`config.mk`:
```
export PLATFORM = sky130hd
export DESIGN_NAME = swerv_trace_unpacker
export DESIGN_NICKNAME = d
export VERILOG_FILES = /design/src/rtl/swerv_types.sv /design/src/rtl/swerv_trace_fifo.sv /design/src/rtl/swerv_trace_unpacker.sv
export SDC_FILE = /design/constraint.sdc
export NUM_CORES = 1
export LEC_CHECK = 0
export ABC_AREA = 1
export CAP_MARGIN = 25
export CORE_ASPECT_RATIO = 0.7
export CORE_UTILIZATION = 45
export CTS_CLUSTER_DIAMETER = 200
export DETAILED_ROUTE_END_ITERATION = 7
export PLACE_DENSITY = 0.76
export SLEW_MARGIN = 20
export SYNTH_ARGS = -nofsm -noshare
export SYNTH_HDL_FRONTEND = slang
export SYNTH_SLANG_ARGS = --single-unit
```
`constraint.sdc`:
```
create_clock -name clk -period 1.99 [get_ports clk]
set_input_delay 0.2985 -clock clk [delete_from_list [all_inputs] [get_ports clk]]
set_output_delay 0.2985 -clock clk [all_outputs]
set_load 0.05 [all_outputs]
```
`src/rtl/swerv_types.sv`:
```
// Shared trace types for the SweRV trace path.
// trace_pkt_t : one core cycle of retirement trace, up to TRACE_LANES instructions.
// trace_beat_t: one serialized instruction taken from a single lane of a packet.
// lane_beat() : extracts one lane of a packet as a beat. ecause and tval are
//               forced to 0 unless that lane took an exception or an interrupt.
package swerv_types;

    localparam int unsigned TRACE_LANES = 3;

    typedef struct packed {
        logic [2:0]  trace_rv_i_valid_ip;
        logic [95:0] trace_rv_i_insn_ip;
        logic [95:0] trace_rv_i_address_ip;
        logic [2:0]  trace_rv_i_exception_ip;
        logic [4:0]  trace_rv_i_ecause_ip;
        logic [2:0]  trace_rv_i_interrupt_ip;
        logic [31:0] trace_rv_i_tval_ip;
    } trace_pkt_t;

    localparam int unsigned TRACE_PKT_W = $bits(trace_pkt_t);

    typedef struct packed {
        logic [1:0]  slot;
        logic [31:0] insn;
        logic [31:0] addr;
        logic        exception;
        logic        interrupt;
        logic [4:0]  ecause;
        logic [31:0] tval;
    } trace_beat_t;

    // Lane extraction; ecause/tval only carry meaning for trapping lanes.
    function automatic trace_beat_t lane_beat(input trace_pkt_t pkt, input logic [1:0] lane);
        trace_beat_t b;
        b = '0;
        for (int unsigned k = 0; k < TRACE_LANES; k++) begin
            if (lane == 2'(k)) begin
                b.slot      = lane;
                b.insn      = pkt.trace_rv_i_insn_ip[32*k +: 32];
                b.addr      = pkt.trace_rv_i_address_ip[32*k +: 32];
                b.exception = pkt.trace_rv_i_exception_ip[k];
                b.interrupt = pkt.trace_rv_i_interrupt_ip[k];
            end
        end
        if (b.exception || b.interrupt) begin
            b.ecause = pkt.trace_rv_i_ecause_ip;
            b.tval   = pkt.trace_rv_i_tval_ip;
        end
        return b;
    endfunction

endpackage

```
`src/rtl/swerv_trace_fifo.sv`:
```
// Generic synchronous FIFO with flop storage and a direct (unregistered) read of the head entry.
// Ports: clk, rst_l (async active-low), push/din write side, pop/dout read side, full, empty.
// A push while full and a pop while empty are both ignored.
module swerv_trace_fifo #(
    parameter int unsigned WIDTH = 8,
    parameter int unsigned DEPTH = 4
) (
    input  logic             clk,
    input  logic             rst_l,
    input  logic             push,
    input  logic             pop,
    input  logic [WIDTH-1:0] din,
    output logic [WIDTH-1:0] dout,
    output logic             full,
    output logic             empty
);

    localparam int unsigned AW = $clog2(DEPTH);
    localparam int unsigned PW = AW + 1;

    logic [PW-1:0]    wr_ptr_d, wr_ptr_q;
    logic [PW-1:0]    rd_ptr_d, rd_ptr_q;
    logic [WIDTH-1:0] mem_d [DEPTH];
    logic [WIDTH-1:0] mem_q [DEPTH];
    logic             do_push, do_pop;

    // Equal indices with differing MSBs means the write pointer has lapped the read pointer.
    assign empty = (wr_ptr_q == rd_ptr_q);
    assign full  = (wr_ptr_q[AW] != rd_ptr_q[AW]) && (wr_ptr_q[AW-1:0] == rd_ptr_q[AW-1:0]);
    assign dout  = mem_q[rd_ptr_q[AW-1:0]];

    // Next-state for pointers and storage.
    always_comb begin
        do_push  = push && !full;
        do_pop   = pop && !empty;
        wr_ptr_d = wr_ptr_q;
        rd_ptr_d = rd_ptr_q;
        mem_d    = mem_q;
        if (do_push) begin
            mem_d[wr_ptr_q[AW-1:0]] = din;
            wr_ptr_d                = wr_ptr_q + PW'(1);
        end
        if (do_pop) begin
            rd_ptr_d = rd_ptr_q + PW'(1);
        end
    end

    // State registers.
    always_ff @(posedge clk or negedge rst_l) begin
        if (!rst_l) begin
            wr_ptr_q <= '0;
            rd_ptr_q <= '0;
            for (int unsigned i = 0; i < DEPTH; i++) begin
                mem_q[i] <= '0;
            end
        end else begin
            wr_ptr_q <= wr_ptr_d;
            rd_ptr_q <= rd_ptr_d;
            mem_q    <= mem_d;
        end
    end

endmodule

```
`src/rtl/swerv_trace_unpacker.sv`:
```
// Trace unpacker: buffers the core's per-cycle trace packets and serializes their valid
// lanes into a one-instruction-per-beat valid/ready stream.
// Ports: clk, rst_l (async active-low), trace_in (trace_pkt_t, sampled every cycle),
//        out_valid/out_ready handshake, out_slot/out_insn/out_addr/out_exception/
//        out_interrupt/out_ecause/out_tval beat fields, drop_cnt (saturating),
//        overflow (sticky), clr (synchronous clear of drop_cnt and overflow).
// Optional macro RV_TRACE_TIMESTAMP_EN: adds a free-running 32-bit cycle counter,
//        stores its value with each packet and adds the out_tstamp output.
// The head packet stays in the FIFO until its last beat is accepted, so an emitting
// packet occupies one FIFO entry. The beat fields are decoded from the FIFO head and
// a registered mask of lanes already sent; all of them are 0 while the FIFO is empty.
module swerv_trace_unpacker
    import swerv_types::*;
#(
    parameter int unsigned DEPTH = 4,
    parameter int unsigned CNT_W = 16
) (
    input  logic                   clk,
    input  logic                   rst_l,
    input  logic [TRACE_PKT_W-1:0] trace_in,
    output logic                   out_valid,
    input  logic                   out_ready,
    output logic [1:0]             out_slot,
    output logic [31:0]            out_insn,
    output logic [31:0]            out_addr,
    output logic                   out_exception,
    output logic                   out_interrupt,
    output logic [4:0]             out_ecause,
    output logic [31:0]            out_tval,
`ifdef RV_TRACE_TIMESTAMP_EN
    output logic [31:0]            out_tstamp,
`endif
    output logic [CNT_W-1:0]       drop_cnt,
    output logic                   overflow,
    input  logic                   clr
);

    localparam int unsigned PKT_W  = TRACE_PKT_W;
`ifdef RV_TRACE_TIMESTAMP_EN
    localparam int unsigned FIFO_W = PKT_W + 32;
`else
    localparam int unsigned FIFO_W = PKT_W;
`endif

    trace_pkt_t             pkt_in;
    trace_pkt_t             head_pkt;
    trace_beat_t            beat;
    logic                   present;
    logic                   fifo_push, fifo_pop, fifo_full, fifo_empty;
    logic [FIFO_W-1:0]      fifo_din, fifo_dout;
    logic [TRACE_LANES-1:0] remaining, lane_oh;
    logic [TRACE_LANES-1:0] done_d, done_q;
    logic [1:0]             lane;
    logic                   accept, last_beat;
    logic [CNT_W-1:0]       drop_cnt_d, drop_cnt_q;
    logic                   overflow_d, overflow_q;

    assign pkt_in  = trace_pkt_t'(trace_in);
    assign present = |pkt_in.trace_rv_i_valid_ip;
    // Full is sampled before any same-cycle pop, so the push side never depends on out_ready.
    assign fifo_push = present && !fifo_full;

`ifdef RV_TRACE_TIMESTAMP_EN
    logic [31:0] tstamp_d, tstamp_q;

    // Free-running cycle counter, stored alongside each packet.
    always_comb begin
        tstamp_d = tstamp_q + 32'(1);
    end

    always_ff @(posedge clk or negedge rst_l) begin
        if (!rst_l) begin
            tstamp_q <= '0;
        end else begin
            tstamp_q <= tstamp_d;
        end
    end

    assign fifo_din   = {tstamp_q, trace_in};
    assign out_tstamp = fifo_empty ? '0 : fifo_dout[PKT_W +: 32];
`else
    assign fifo_din = trace_in;
`endif

    swerv_trace_fifo #(
        .WIDTH (FIFO_W),
        .DEPTH (DEPTH)
    ) u_fifo (
        .clk   (clk),
        .rst_l (rst_l),
        .push  (fifo_push),
        .pop   (fifo_pop),
        .din   (fifo_din),
        .dout  (fifo_dout),
        .full  (fifo_full),
        .empty (fifo_empty)
    );

    assign head_pkt = trace_pkt_t'(fifo_dout[PKT_W-1:0]);

    // Serializer: emit the lowest remaining lane; retire the packet on its last beat.
    always_comb begin
        remaining = '0;
        lane      = '0;
        lane_oh   = '0;
        if (!fifo_empty) begin
            remaining = head_pkt.trace_rv_i_valid_ip & ~done_q;
        end
        // Descending scan so the lowest set lane is the last to be written.
        for (int k = TRACE_LANES - 1; k >= 0; k--) begin
            if (remaining[k]) begin
                lane       = 2'(k);
                lane_oh    = '0;
                lane_oh[k] = 1'b1;
            end
        end
        last_beat = ((remaining & ~lane_oh) == '0);
        accept    = !fifo_empty && out_ready;
        fifo_pop  = accept && last_beat;
        done_d    = done_q;
        if (accept) begin
            done_d = last_beat ? '0 : (done_q | lane_oh);
        end
    end

    // Drop accounting; clr wins over a same-cycle drop.
    always_comb begin
        drop_cnt_d = drop_cnt_q;
        overflow_d = overflow_q;
        if (clr) begin
            drop_cnt_d = '0;
            overflow_d = 1'b0;
        end else if (present && fifo_full) begin
            if (drop_cnt_q != '1) begin
                drop_cnt_d = drop_cnt_q + CNT_W'(1);
            end
            overflow_d = 1'b1;
        end
    end

    always_ff @(posedge clk or negedge rst_l) begin
        if (!rst_l) begin
            done_q     <= '0;
            drop_cnt_q <= '0;
            overflow_q <= 1'b0;
        end else begin
            done_q     <= done_d;
            drop_cnt_q <= drop_cnt_d;
            overflow_q <= overflow_d;
        end
    end

    assign beat          = fifo_empty ? '0 : lane_beat(head_pkt, lane);
    assign out_valid     = !fifo_empty;
    assign out_slot      = beat.slot;
    assign out_insn      = beat.insn;
    assign out_addr      = beat.addr;
    assign out_exception = beat.exception;
    assign out_interrupt = beat.interrupt;
    assign out_ecause    = beat.ecause;
    assign out_tval      = beat.tval;
    assign drop_cnt      = drop_cnt_q;
    assign overflow      = overflow_q;

endmodule

```
==> flow_metrics.tcl <==
set metrics [dict create \
    wl_per_cell_um 19.5 \
    route.top_layer_used "met5" \
    maxSlewViolCount 0 \
    cp-end-kind "output port" \
    ys_types 33 \
    ant_nets 0 \
    root_buffer "clkbuf_16" \
    start_kind "register" \
    cts_buffers 96 \
    cp_cell_sequence "buf_6, nand2_2, nand3_2, nand2_1, nand2_2, inv_2, nand4_4, clkinv_4, buf_12, nand3_1, a21oi_4, buf_12" \
    drive_above_1_share_pct 22.3 \
    cp.arrival_ps 2960 \
    critical_path_class "register to output port" \
    clockBufferDepth 3 \
    die_w_um 382 \
    clkTransAtPathRegs_ps 60 \
    vias_per_cell 5.59 \
    clock_latency_ps 710 \
    final_nets 5649 \
    post-dp-hpwl_um 86500 \
    first_pass_iters 6 \
    grt.overflow.total 0 \
    dieHeight_um 268 \
    final_cell_mix "dfrtp_1, o21ai_0, nand2_1" \
    grt_pass1_vias 37900 \
    r2r_slack_ps -530 \
    wl_met1_um 57300 \
    cts_tree "yes" \
    crit_path_max_incr_delay_ps 540 \
    skew_ps 28.5 \
    crit_fanout 27 \
    met2_length_um 62300 \
    critPathRequiredTime_ps 1690 \
    setup_viol_count_final 1098 \
    final_hold_viol_count 0 \
    hold_class "input pin to register" \
    synth_fp_nets 5245 \
    final_common_cell "dfrtp_1" \
    violations "negative setup slack" \
    ys_ff_latch 978 \
    start_util_pct 45.4 \
    die_area_um2 102000 \
    routabilityCongestion 0.873 \
    wl_um 133000 \
    vias 38100 \
    grtUsageTotal_pct 25.7 \
    grt_first_pass_wirelength_um 210000 \
    maxSlewHeadroom_pct 60.3 \
    yosysSeqAreaShare_pct 53.9 \
    syn_inst 4997 \
    outcome "finished, violations left" \
    rsz0062_at_grt "yes" \
    htree_levels 3 \
    io_pins 365 \
    num_rows 97 \
    drv_cap 0 \
    port_buffers 364 \
    avgSynthCellArea_um2 9.09 \
    area_growth_pct 31.0 \
    nFillCells 7946 \
    timing.fmax_mhz 307 \
    tightest_slew_ps 596 \
    wl_met3_um 9780 \
    slowest_stage "dfrtp_4" \
    post-route-min-period_ps 3260 \
    drc_errors 0 \
    cts.sink_count 978 \
    yosys_warnings 0 \
    drt_iter0_markers 3480 \
    final.setup.worst_slack_ps -1270 \
    antenna_found_initial 14 \
    post-route-period-util_pct 164 \
    tns_ps -459760 \
    grt_max_degree 92 \
    synth_area_um2 45400 \
    core_area_um2 100000 \
]
worst max-delay path: cells and delay by family (launching register included):
kind	cells	cell delay (ps)
AO/OA/AOI/OAI	1	250
buffers and inverters	5	680
flip-flops	1	540
AND/OR/NAND/NOR	6	730
path summary, 6_finish.rpt:
path                               startpoint                 to  depth (start not counted)
setup / recovery           u_fifo.rd_ptr_q[0]       out_addr[26]                         12
hold / removal                   trace_in[35]  u_fifo.mem_q[749]                          3
setup reg to reg           u_fifo.rd_ptr_q[0]  u_fifo.mem_q[485]                         11
hold reg to reg             u_fifo.mem_q[805]  u_fifo.mem_q[805]                          1
max in group asynchronous               rst_l  u_fifo.mem_q[776]                          4
min in group asynchronous               rst_l  u_fifo.mem_q[142]                          3
cells by family (layout without fill, tap and decap cells):
logic type | Yosys count | count (layout) | synth area share (%)
flops | 978 | 978 | 53.9
compound gates | 1539 | 1539 | 17.2
fa+ha+maj | 6 | 6 | 0.165
mux | 408 | 408 | 10.1
xor+xnor | 14 | 14 | 0.270
other cells | 0 | 8 | 0
simple gates | 1106 | 1106 | 9.86
buf+inv | 946 | 1421 | 8.45
synth_stat cells:
| library cell | instances | area [µm²] |
|---|---|---|
| nand4_2 | 1 | 12.5 |
| o211ai_1 | 2 | 15.0 |
| nor2_2 | 2 | 12.5 |
| buf_2 | 119 | 596 |
| o31ai_1 | 3 | 22.5 |
| buf_6 | 1 | 11.3 |
| o21ai_1 | 4 | 20.0 |
| nand3b_1 | 1 | 7.51 |
| nand3_2 | 1 | 10.0 |
| nand2_1 | 721 | 2710 |
| dfrtp_1 | 978 | 24500 |
| mux2_2 | 398 | 4480 |
| a32o_1 | 1 | 10.0 |
| o21ai_0 | 946 | 4730 |
| o31ai_4 | 1 | 21.3 |
| mux2_1 | 10 | 113 |
| a21oi_1 | 512 | 2560 |
| inv_2 | 3 | 11.3 |
| xnor2_1 | 6 | 52.6 |
| ha_1 | 6 | 75.1 |
| nor2_1 | 147 | 552 |
| buf_4 | 34 | 255 |
| clkbuf_1 | 187 | 702 |
| buf_1 | 29 | 109 |
| nor4_1 | 2 | 12.5 |
| nand4_1 | 6 | 37.5 |
| nor3_1 | 6 | 30.0 |
| xor2_1 | 8 | 70.1 |
| o22ai_1 | 64 | 400 |
| inv_1 | 573 | 2150 |
| o21a_1 | 5 | 37.5 |
| nand3_1 | 219 | 1100 |
| a21oi_2 | 1 | 8.76 |
repair_timing:
action | CTS | global route
buffers inserted | 13 | 5
setup endpoints to repair | 1035 | 1097
pin swaps | 58 | 50
hold endpoints to repair | 659 | 0
cloned | 4 | 2
resized for setup | 97 | 81
hold buffers | 1 | 0
registers in the layout, summed over array words and instances (netlist names):
signal,flops
drop_cnt,16
u_fifo.mem_q,952
u_fifo.wr_ptr_q,3
u_fifo.rd_ptr_q,3
done_q,3
overflow,1
metrics by stage:
step / setup WS (ps) / cells / cell area (µm²) / utilization (%) / hold slack, ps
after floorplan: -306 / 4997 / 46900 / - / 2.91
after global placement: -567 / 6614 / 55000 / 55.0 / 468
after detailed placement: -592 / 6614 / 55000 / 55.0 / 476
after CTS: -1310 / 6801 / 59000 / 59.0 / 183
after global routing: -1370 / 6813 / 59500 / 59.5 / 212
final: -1270 / 6816 / 59500 / 59.5 / 236
final cells by class:
class                   instances  area [µm²]  area share, %
diodes                          8        20.0         0.0337
clock buffers                 129        2690           4.52
clock inverters                40         606           1.02
inverters                     576        2190           3.68
multi-input cells            3073       19000           32.0
flip-flops and latches        978       24500           41.2
well taps                    1336        1670           2.81
repair buffers                676        8780           14.8
routing by layer:
| metal | global-route usage [%] | up-vias |
|---|---|---|
| met5 | 0 | - |
| met4 | 7.37 | 16 |
| met3 | 4.89 | 258 |
| met2 | 41.0 | 1463 |
| met1 | 35.7 | 19000 |
| li1 | - | 17400 |
Power is left out: the tool's default activity adds up to more than one toggle a clock period on the data nets, which glitch-free logic cannot reach.
